`config.mk`:
```
export PLATFORM = sky130hd
export DESIGN_NAME = ctrl_sequencer
export DESIGN_NICKNAME = d
export VERILOG_FILES = /design/src/rtl/ctrl_sequencer.sv
export SDC_FILE = /design/constraint.sdc
export NUM_CORES = 1
export LEC_CHECK = 0
export BUFFER_PORTS_ARGS = -buffer_cell sky130_fd_sc_hd__buf_4
export CAP_MARGIN = 20
export CORE_ASPECT_RATIO = 1.1
export CORE_UTILIZATION = 45
export CTS_CLUSTER_DIAMETER = 50
export DETAILED_ROUTE_END_ITERATION = 12
export GPL_TIMING_DRIVEN = 0
export PLACE_DENSITY = 0.75
export SLEW_MARGIN = 5
export SYNTH_ARGS = -nofsm -noshare
export SYNTH_HDL_FRONTEND = slang
export SYNTH_SLANG_ARGS = --single-unit
```
`constraint.sdc`:
```
create_clock -name clk -period 1.9 [get_ports clk]
set_input_delay 0.38 -clock clk [delete_from_list [all_inputs] [get_ports clk]]
set_output_delay 0.38 -clock clk [all_outputs]
set_load 0.005 [all_outputs]
```
`src/rtl/ctrl_sequencer.sv`:
```
// ctrl_sequencer
// Control FSM feeding the output-signal decoder. Accepts one instruction word
// per valid/ready handshake, latches it into the opcode register and walks the
// execution state codes for that instruction class.
//
// Ports:
//   clk       system clock (all registers update on its rising edge)
//   rst       synchronous, active-high reset; overrides every other input
//   ir_valid  instruction word on ir is valid
//   ir        instruction word: [22:20] class, [19:16] Rx, [15:12] Ry, [11:0] imm
//   ir_ready  high while in IDLE; combinational from the state register
//   state     current state code, to decoder
//   opcode    latched instruction word, to decoder
//   alu_op    00 add, 01 sub, 10 xor, 11 and; meaningful in ARITH_A..ARITH_WB
//   done      one-cycle pulse when an instruction completes
//   illegal   one-cycle pulse when an undefined class was decoded
//   halted    high while in HALT
//   retired   wrapping count of completed instructions
//
// Handshake: a word transfers on a rising edge where ir_valid && ir_ready.
// The producer holds ir stable while ir_valid is high and not yet accepted;
// ir is ignored whenever ir_ready is low.
module ctrl_sequencer #(
  parameter int IW    = 23,
  parameter int SW    = 5,
  parameter int CNT_W = 16
) (
  input  logic             clk,
  input  logic             rst,
  input  logic             ir_valid,
  input  logic [IW-1:0]    ir,
  output logic             ir_ready,
  output logic [SW-1:0]    state,
  output logic [IW-1:0]    opcode,
  output logic [1:0]       alu_op,
  output logic             done,
  output logic             illegal,
  output logic             halted,
  output logic [CNT_W-1:0] retired
);

  typedef enum logic [SW-1:0] {
    IDLE     = SW'(0),
    LOAD     = SW'(1),
    MOV      = SW'(2),
    ARITH_A  = SW'(3),
    ARITH_B  = SW'(4),
    ARITH_WB = SW'(5),
    DECODE   = SW'(6),
    HALT     = SW'(7)
  } state_e;

  state_e           state_q, state_d;
  logic [IW-1:0]    opcode_q, opcode_d;
  logic [1:0]       alu_op_q, alu_op_d;
  logic             done_q, done_d;
  logic             illegal_q, illegal_d;
  logic [CNT_W-1:0] retired_q, retired_d;

  logic [2:0] op_class;
  logic [2:0] class_m2;

  assign op_class = opcode_q[IW-1 -: 3];
  // Arithmetic classes 010..101 map onto alu_op 00..11.
  assign class_m2 = op_class - 3'd2;

  always_ff @(posedge clk) begin
    if (rst) begin
      state_q   <= IDLE;
      opcode_q  <= '0;
      alu_op_q  <= 2'b00;
      done_q    <= 1'b0;
      illegal_q <= 1'b0;
      retired_q <= '0;
    end else begin
      state_q   <= state_d;
      opcode_q  <= opcode_d;
      alu_op_q  <= alu_op_d;
      done_q    <= done_d;
      illegal_q <= illegal_d;
      retired_q <= retired_d;
    end
  end

  always_comb begin
    state_d   = state_q;
    opcode_d  = opcode_q;
    alu_op_d  = alu_op_q;
    done_d    = 1'b0;
    illegal_d = 1'b0;
    retired_d = retired_q;

    case (state_q)
      IDLE: begin
        if (ir_valid) begin
          opcode_d = ir;
          state_d  = DECODE;
        end
      end
      DECODE: begin
        case (op_class)
          3'b000: state_d = LOAD;
          3'b001: state_d = MOV;
          3'b010, 3'b011, 3'b100, 3'b101: begin
            state_d  = ARITH_A;
            alu_op_d = class_m2[1:0];
          end
          3'b111: state_d = HALT;
          default: begin
            state_d   = IDLE;
            illegal_d = 1'b1;
          end
        endcase
      end
      // Completion: done is registered so it is high in the first IDLE cycle.
      LOAD, MOV, ARITH_WB: begin
        state_d   = IDLE;
        done_d    = 1'b1;
        retired_d = retired_q + CNT_W'(1);
      end
      ARITH_A: state_d = ARITH_B;
      ARITH_B: state_d = ARITH_WB;
      HALT:    state_d = HALT;
      default: state_d = IDLE;
    endcase
  end

  assign ir_ready = (state_q == IDLE);
  assign halted   = (state_q == HALT);
  assign state    = state_q;
  assign opcode   = opcode_q;
  assign alu_op   = alu_op_q;
  assign done     = done_q;
  assign illegal  = illegal_q;
  assign retired  = retired_q;

endmodule

```
== Yosys cells after proc, flatten, opt, wreduce, memory -nomap -nowiden ==
Index checks and enable logic that the tools add are counted.
W data, S select, Z words.
Storage, ports and cells
  input bits: 26
  register bits: 48
Operators by class
  eq/ne operators: 14
  reduce and logical (&&, ||, !) cells: 8
  bitwise gates (word level): 1
  mux-type cells: 5
  $add $sub $neg: 2
Operator list (number)
  $pmux W5 S5: 1
  $eq A5 B3 Y1 const B: 4
  $add A16 B1 Y16 const B: 1
  $pmux W3 S4: 1
  $eq A5 B2 Y1 const B: 2
  $eq A3 B3 Y1 const B: 3
  $reduce_or A7 Y1: 1
  $eq A3 B2 Y1 const B: 2
  $eq A5 B1 Y1 const B: 1
  $logic_not A5 Y1: 1
  $mux W5: 1
  $reduce_and A2 Y1: 2
  $reduce_or A4 Y1: 1
  $eq A3 B1 Y1 const B: 1
  $logic_not A3 Y1: 1
  $reduce_or A3 Y1: 1
  $mux W1: 2
  $ne A2 B2 Y1 const B: 1
  $reduce_or A2 Y1: 1
  $sub A2 B2 Y2 const B: 1
  $not A1 Y1: 1

== Depth between registers and ports, before layout ==
  depth in word-level cells: 4
  gate-level depth with buffers: 7

== Worst setup path before layout ==
OpenSTA, ideal clock, no wires.
  path kind: reg2reg
  from: register state_q[0], in the netlist state[0]
  to: register retired_q[15], in the netlist retired[15]
  arrival: 1.564 ns
  setup time: 0.070 ns
  path slack: 0.266 ns
  period minus slack after synthesis: 1.634 ns
  stages on the path, launching flop included: 7
  cells stage by stage: dfxtp_1 -> buf_4 -> nor2b_1 -> buf_4 -> o211ai_2 -> or4_1 -> a21oi_1
On the way
  word-level cells in the longest chain between the ends: 2
RTL lines
  start, declared: line 53  | state_e state_q, state_d;
  start signal, assigned: line 76  | state_q <= state_d;
  $eq A5 B1 Y1, or another cell as far along: line 93  | case (state_q)
  $reduce_or A3 Y1 (*): line 93
  end signal, assigned: line 81  | retired_q <= retired_d;
  end, declared: line 58  | logic [CNT_W-1:0] retired_q, retired_d;
Every way passes the cells marked *; elsewhere a longest branch is shown, timed or not.
A chain may end at the register's enable or synchronous reset.

== Final worst setup path ==
  from: register state_q[2], in the netlist state[2]
  to: register retired_q[15], in the netlist retired[15]
The elaborated chain is that of the path after synthesis.

==> reports/results.ini <==
[critical_path]
worstSetupPathType = flip-flop to flip-flop
cp-end-kind = flip-flop
cp-start-kind = flip-flop
cp.required_ps = 2130
critPathMaxFanout = 8
critPathLaunch = state[2]
critical_path.top_delay_family = simple AND/OR/NAND/NOR gates
cp.arrival_ps = 2010
r2r_start = state[2]
cp_slowest_cell = or4_1
crit_cells = 5
r2r_slack_ps = 120
reg2reg_depth = 5
max_stage_delay_ps = 530
worst-path-buf-inv = 1
endpoint = retired[15]
reg2reg_to = retired[15]
crit_chain = buf_2, nor3b_4, o211ai_2, or4_1, a21oi_1

[timing]
final_max_slew_viol_count = 0
tightest_slew_ps = 504.1
setup_ws_ps = 116.2
holdWs_ps = 320.2
fin_setup_tns_ps = 0
hold_violations = 0
rsz0062_at_grt = true
period_share_pct = 93.89
fin_skew_ps = 8.001
slew_headroom_pct = 66.17
setup_viol = 0
fmax_mhz = 560.6
min_period_ps = 1784

[die]
dieArea_um2 = 4447
initial_core_util_pct = 47.15
num_rows = 24
coreArea_um2 = 3994
die_h_um = 69.85
io_pins = 76
die_w_um = 63.68

[layout]
layout.nets = 336
diodes = 0
final_cell_mix = 80 x buf_4, 54 x nand2_1, 46 x dfxtp_1
fin_area_um2 = 2619
stdcell_count = 362
regArea_um2 = 920.9
drive_above_1_share_pct = 29.68
multi_input_area_um2 = 873.3
layout_commonest_cell = buf_4
syn_to_final_growth_pct = 39.07
filler_cell_count = 368

[cts]
clock_latency_ps = 300
root_buffer = clkbuf_8
cts_buffers = 5
cts_hold_buf = 0
clkSlewWorstSetupHoldPaths_ps = 90
cts_tree = done
cts_sinks = 46
cts_buffer_depth = 2
htreeDepth = 2

[placement]
dpl_cell_area_um2 = 2492
numPortBuffers = 72
placed_cells = 352
dpl_worst_slack_ps = 98.26
hpwlAfterDp_um = 3101
gp_congestion = 0.7291

[pwr]
peakVddDrop_uv = 733.9
power.density_nw_per_um2 = 796.8
leakage_nw = 1.114

[run]
drv_cap = 0

[grt]
grt_start_max_net_pins = 15
grt_pass1_vias = 1637
antenna_found_initial = 0
grt.overflow.total = 0
grt_use_total_pct = 20.62
grt_pass1_wl_um = 7196

[synthesis]
yosysWarnings = 0
synth_top_area_share_pct = 48.90
yosysSeqAreaShare_pct = 48.90
postSynthAreaPerCell_um2 = 8.295
ys_ff_latch = 46
yosysTopAreaCell = dfxtp_1
ys_top_cells_by_area = dfxtp_1 49%, nand2_1 11%, a21oi_1 8.8%, xor2_1 3.7%, buf_4 2.4%
synth_cell_type_count = 35
synth_cells = 227
synth.cell_area_um2 = 1883

[detailed_routing]
first_pass_iters = 4
route.detailed.drc = 0
wl_um = 4272
viasPerCell = 5.014
routed-via-count = 1815
drt_iter0_drc = 152
wl_per_cell_um = 11.80
ant_nets = 0

[min_path]
hp-class = input port to flip-flop

[outcome]
outcome = finished, final reports clean

## what timing repair did
action                                  CTS  global route
endpoints found under the setup margin    0             3
resized for setup                         0             1
endpoints found under the hold margin     0             0
buffers inserted                          0             2
## worst min-delay path by stage
stage	cells after the start	from	slack [ps]	endpoint
finish	3	ir[10]	320	opcode[10]
global route	3	ir[0]	310	opcode[0]
CTS	3	ir[21]	310	opcode[21]
detailed placement	2	opcode[15]	450	opcode[15]
global placement	2	opcode[17]	440	opcode[17]
floorplan	2	opcode[0]	450	opcode[0]
## cell families after synthesis
kind of cell               after synthesis  share of synthesized area (%)
and+or+nand+nor                         98                          24.72
xor gates and xnor gates                 8                          3.721
other                                    1                         0.1991
adders and majority gates                1                         0.6643
AOI/OAI and AO/OA                       52                          15.68
buffers and inverters                   19                          5.050
DFF                                     46                          48.90
muxes                                    2                          1.063
## through the flow
stage / power [mW] / util, %
2_1_floorplan: 1.229 / -
3_3_place_gp: 1.385 / 62.41
3_5_place_dp: 1.392 / 62.41
4_1_cts: 2.104 / 65.13
5_1_grt: 2.189 / 65.57
6_report: 2.087 / 65.57
## cells in the mapped netlist (all sizes together)
cell      n
a21oi    33
o31ai     2
buf       7
and3      3
ha        1
nand3     6
and4      3
nor3b     2
inv       2
clkbuf   10
nand2b    1
nor2b     1
o311ai    1
or3       7
nand4     1
nor4bb    1
dfxtp    46
o21ai     9
nand3b    1
nor2     12
xor2      8
o22ai     1
nand2    54
mux2i     2
o2111ai   3
conb      1
and2      1
nor3      3
or4       2
a221oi    1
o211ai    2
## flip-flops by register name, summed over array words and instances, names as in the netlist
register  flops
alu_op        2
done          1
illegal       1
opcode       23
retired      16
state         3
## area by class of cell
type	count	share of cell area (%)
clock buffers	5	2.628
multi-input cells	163	33.35
repair buffers	74	21.21
flip-flops and latches	46	35.16
clock inverters	3	1.529
plain buffers	17	3.344
inverters	2	0.2867
well taps	52	2.484
## power by group
part / total [mW] / leakage [nW] / internal, mW / switching (mW)
combinational: 0.323 / 0.682 / 0.165 / 0.157
clock: 0.716 / 0.0579 / 0.387 / 0.329
sequential: 1.05 / 0.374 / 1.01 / 0.0340
total: 2.09 / 1.11 / 1.57 / 0.520
## worst min-delay path, stage by stage
cell	delay, ps
buf_4	110
nand2_1	50
a21oi_1	50
## per-layer routing
metal / share of wire, % / GRT usage (%) / wire length (µm)
met1: 45 / 25.08 / 1908
met2: 46 / 31.91 / 1978
met3: 7.8 / 8.553 / 334
met4: 1.2 / 8.333 / 51
met5: 0 / 0 / 0
(Power assumes the default switching activity.)
